===== src/rtl/int_ctrl.sv =====
// Edge-triggered interrupt controller in front of the CPU's single request/cause input.
// Pending sources are latched, masked and arbitrated by fixed priority; one request is in flight until ERET.
module int_ctrl #(
  parameter int N_SRC   = 4,
  parameter int CAUSE_W = 2
) (
  input  logic               clk,
  input  logic               rst,
  input  logic [N_SRC-1:0]   irq_src,
  input  logic [N_SRC-1:0]   irq_mask,
  input  logic               int_ack,
  input  logic               int_eret,
  output logic               interrupter,
  output logic [CAUSE_W-1:0] int_cause,
  output logic [N_SRC-1:0]   pending,
  output logic [N_SRC-1:0]   overrun,
  output logic               busy
);

  typedef enum logic [1:0] {
    IDLE,
    REQ,
    SERV
  } state_t;

  state_t state;
  state_t state_n;

  logic [N_SRC-1:0]   irq_prev;
  logic [N_SRC-1:0]   edges;
  logic [N_SRC-1:0]   ready;
  logic [N_SRC-1:0]   ack_hot;
  logic [N_SRC-1:0]   pend_n;
  logic [N_SRC-1:0]   ovr_n;
  logic [CAUSE_W-1:0] pick;
  logic [CAUSE_W-1:0] cause_n;
  logic               irq_n;
  logic               any;

  assign edges   = irq_src & ~irq_prev;
  assign ready   = pending & irq_mask;
  assign any     = |ready;
  assign ack_hot = N_SRC'(1) << int_cause;

  // Scan high to low so the lowest set bit wins.
  always_comb begin
    pick = '0;
    for (int i = N_SRC - 1; i >= 0; i--) begin
      if (ready[i]) pick = CAUSE_W'(i);
    end
  end

  always_comb begin
    state_n = state;
    irq_n   = interrupter;
    cause_n = int_cause;
    pend_n  = pending | edges;
    ovr_n   = overrun | (edges & pending);
    unique case (state)
      IDLE: begin
        if (any) begin
          cause_n = pick;
          irq_n   = 1'b1;
          state_n = REQ;
        end
      end
      REQ: begin
        // A fresh edge on the acked line re-arms it without counting as overrun.
        if (int_ack) begin
          pend_n  = (pending & ~ack_hot) | edges;
          ovr_n   = ovr_n & ~ack_hot;
          irq_n   = 1'b0;
          state_n = SERV;
        end
      end
      SERV: begin
        if (int_eret) state_n = IDLE;
      end
      default: begin
        state_n = IDLE;
        irq_n   = 1'b0;
      end
    endcase
  end

  always_ff @(posedge clk) begin
    if (rst) begin
      state       <= IDLE;
      irq_prev    <= '1;
      pending     <= '0;
      overrun     <= '0;
      interrupter <= 1'b0;
      int_cause   <= '0;
      busy        <= 1'b0;
    end else begin
      state       <= state_n;
      irq_prev    <= irq_src;
      pending     <= pend_n;
      overrun     <= ovr_n;
      interrupter <= irq_n;
      int_cause   <= cause_n;
      busy        <= (state_n != IDLE);
    end
  end

endmodule


===== config.mk =====
export PLATFORM = sky130hd
export DESIGN_NAME = int_ctrl
export DESIGN_NICKNAME = d
export VERILOG_FILES = /design/src/rtl/int_ctrl.sv
export SDC_FILE = /design/constraint.sdc
export NUM_CORES = 1
export LEC_CHECK = 0
export CAP_MARGIN = 5
export CORE_AREA = 2 2 44 46
export CTS_CLUSTER_SIZE = 16
export DETAILED_ROUTE_END_ITERATION = 10
export DIE_AREA = 0 0 46 48
export PLACE_DENSITY = 0.75
export RECOVER_POWER = 50
export REMOVE_ABC_BUFFERS = 1
export SYNTH_ARGS = -nofsm -noshare
export SYNTH_HDL_FRONTEND = slang
export SYNTH_SLANG_ARGS = --single-unit

===== constraint.sdc =====
create_clock -name clk -period 1.5 [get_ports clk]
set_clock_uncertainty 0.15 [all_clocks]
set_input_delay 0.45 -clock clk [delete_from_list [all_inputs] [get_ports clk]]
set_output_delay 0.45 -clock clk [all_outputs]
set_load 0.02 [all_outputs]

==> impl_metrics.csv <==
group,metric,value,unit
die,core,1689,um^2
clocking,clockBufferDepth,2,
synthesis,ys_ff_latch,18,
final_layout,synthToLayoutAreaGrowth,44.68,%
synthesis,yosysWarnings,0,
global_route,overflow,0,
job,cap_violations,0,
detailed_routing,dr.pass1.iters,4,
sta,clock.fmax,687.7,MHz
clocking,path_clk_slew,0.10,ns
sta,timing.slew.headroom,82.05,%
power,p_leak,0.4527,nW
synthesis,synth_cells,77,
die,rows,15,
detailed_routing,wl_per_cell,12.73,um
critical_path,start_kind,"input port",
final_layout,insertedDiodeCount,0,
synthesis,synth_area_leader_cell,"dfxtp_1",
power,power,0.0009922,W
critical_path,cp.required,1.59,ns
sta,final_hold_viol_count,0,
run_status,status,"finished clean",
clocking,clock-sinks,18,
placement,place_ws,-0.3246,ns
synthesis,synth_area_leaders,"dfxtp_1, a21oi_1, nand2_1, a31oi_1, or2_2",
global_route,antenna_found_initial,0,
sta,tightest_slew,0.2689,ns
final_layout,drive_above_1_share,29.57,%
detailed_routing,routed_wl,1680,um
synthesis,yosys.area.top_type_share,51.89,%
power,power_frac_seq,52.3,%
detailed_routing,via_count,702,
synthesis,syn_area,694.4,um^2
die,die_h,48,um
sta,fin_crit,1.454,ns
global_route,grt_max_degree,12,
hold_path,hp-class,"in2reg",
clocking,clockRootBuffer,"clkbuf_4",
clocking,htree_levels,1,
placement,portBuffers,23,
clocking,cts_setup_buffers,0,
clocking,cts_tree,"done",
die,start_util,41.11,%
power,swShare,25.59,%
sta,finalWorstSetupSlack,0.04583,ns
die,dieArea,2208,um^2
sta,fin_tns_setup,0,ns
synthesis,ys_seq_area_share,51.89,%
detailed_routing,drc,0,
sta,setup_violations,0,
synthesis,ys_types,25,
sta,drv_slew,0,
clocking,cts_buffers,3,
power,ir_worst_vdd,546.8,uV
detailed_routing,vias_per_cell,5.318,
clocking,insertion_delay,0.30,ns
power,p_int,0.0007383,W
sta,rsz0062_at_grt,"false",
power,clkPwrFrac,30.4,%
synthesis,avgSynthCellArea,9.018,um^2
power,p_per_area,987.5,nW/um^2
sta,final.period_utilization,96.94,%
critical_path,worstSetupEndpointType,"register",
final_layout,utilization,59.48,%
placement,place_hpwl,1354,um
power,p_switching,0.0002539,W
detailed_routing,ant_nets,0,
critical_path,crit_type,"in2reg",
power,p_comb_share,17.3,%
placement,place_congestion,0.7205,
detailed_routing,drt_iter0_drc,5,
global_route,grt_pass1_vias,637,
die,dieWidth,46,um
critical_path,worstPathArrival,1.54,ns
global_route,grt_pass1_wl,2504,um
critical_path,path_max_fanout,3,
die,io_pins,24,
global_route,grt_usage,16.56,%
final_layout,nNetsFinal,128,
==> per-stage QoR <==
step / hold slack [ns] / std cells / area (um^2)
after detailed placement: 0.3416 / 128 / 1035
after global placement: 0.3351 / 128 / 1035
after floorplan: 0.3164 / 75 / 685.7
final: 0.3470 / 132 / 1005
after CTS: 0.3569 / 132 / 1018
after global routing: 0.3520 / 132 / 1005
==> per-layer routing <==
metal | part of all wire, % | GRT usage, % | vias to the layer above
met3 | 3.9 | 3.019 | 5
li1 | - | - | 352
met5 | 0 | 0 | -
met2 | 51 | 28.06 | 16
met4 | 2.6 | 12.00 | 0
met1 | 42 | 18.64 | 329
==> cell usage in the layout, fill, tap and decap left out, types with 2 or more instances in the layout <==
cell type / n
clkbuf_1: 2
a21oi_1: 8
clkdlybuf4s50_1: 9
o21ai_1: 3
a211oi_1: 2
nor3_1: 4
buf_2: 11
clkbuf_2: 2
nand2_1: 7
o21ai_0: 2
or2_2: 4
buf_4: 9
a31oi_1: 4
dfxtp_1: 18
inv_1: 5
nor2_1: 5
clkbuf_4: 4
==> cells in the mapped netlist (all sizes together) <==
| cell type | count |
|---|---|
| or2 | 5 |
| buf | 1 |
| nand2b | 1 |
| a31oi | 5 |
| nand4b | 1 |
| a211oi | 2 |
| clkbuf | 1 |
| or3b | 1 |
| nor3 | 4 |
| o21ai | 5 |
| nand4bb | 1 |
| o31a | 1 |
| a21oi | 8 |
| a32o | 1 |
| a311o | 1 |
| nand3b | 1 |
| nor2 | 5 |
| dfxtp | 18 |
| nand2 | 8 |
| a22oi | 1 |
| inv | 5 |
| a22o | 1 |
==> final cells by class <==
cell class	count	area, um^2
Clock buffer	4	36.28
Inverter	5	18.77
Sequential cell	18	360.3
Fill cell	153	684.4
Tap cell	17	21.27
Timing Repair Buffer	36	259.0
Multi-Input combinational cell	52	309.0
==> critical path, cell delays in order <==
cell             delay [ns]
clkdlybuf4s50_1        0.47
a22oi_1                0.10
a311o_2                0.36
a31oi_2                0.16
==> what timing repair did <==
item / CTS / global route
hold buffers: 0 / 0
resized for setup: 49 / 2
gates cloned: 0 / 0
setup endpoints to repair: 13 / 2
pin swaps: 1 / 1
endpoints found under the hold margin: 0 / 0
==> power by group through the flow <==
stage | clock network (W) | logic (W) | registers (W)
final | 0.000302 | 0.000171 | 0.000519
after CTS | 0.000311 | 0.000179 | 0.000519
after detailed placement | 0 | 0.000192 | 0.000530
after global placement | 0 | 0.000188 | 0.000530
after global routing | 0.000336 | 0.000186 | 0.000522
after floorplan | 0 | 0.0000522 | 0.000553
==> path summary, 6_finish.rpt <==
path / to / cells past startpoint / slack, ns / start
setup / recovery: busy$_SDFF_PP0_ / 4 / 0.05 / irq_mask[2]
hold / removal: int_cause[1]$_SDFFE_PP0P_ / 4 / 0.35 / irq_mask[0]
setup reg to reg: busy$_SDFF_PP0_ / 4 / 0.18 / pending[0]$_SDFF_PP0_
hold reg to reg: pending[2]$_SDFF_PP0_ / 3 / 0.36 / irq_prev[2]$_SDFF_PP1_
==> registers in the layout, indices dropped and copies added (netlist names) <==
register / count
int_cause: 2
pending: 4
interrupter: 1
overrun: 4
busy: 1
irq_prev: 4
state: 2
==> cell families after synthesis <==
family                 Yosys count  share of synthesized area [%]
AO/OA/AOI/OAI                   25                          23.60
buffers and inverters            7                          3.963
flip-flops                      18                          51.89
AND/OR/NAND/NOR                 27                          20.54
(Power assumes the default switching activity.)
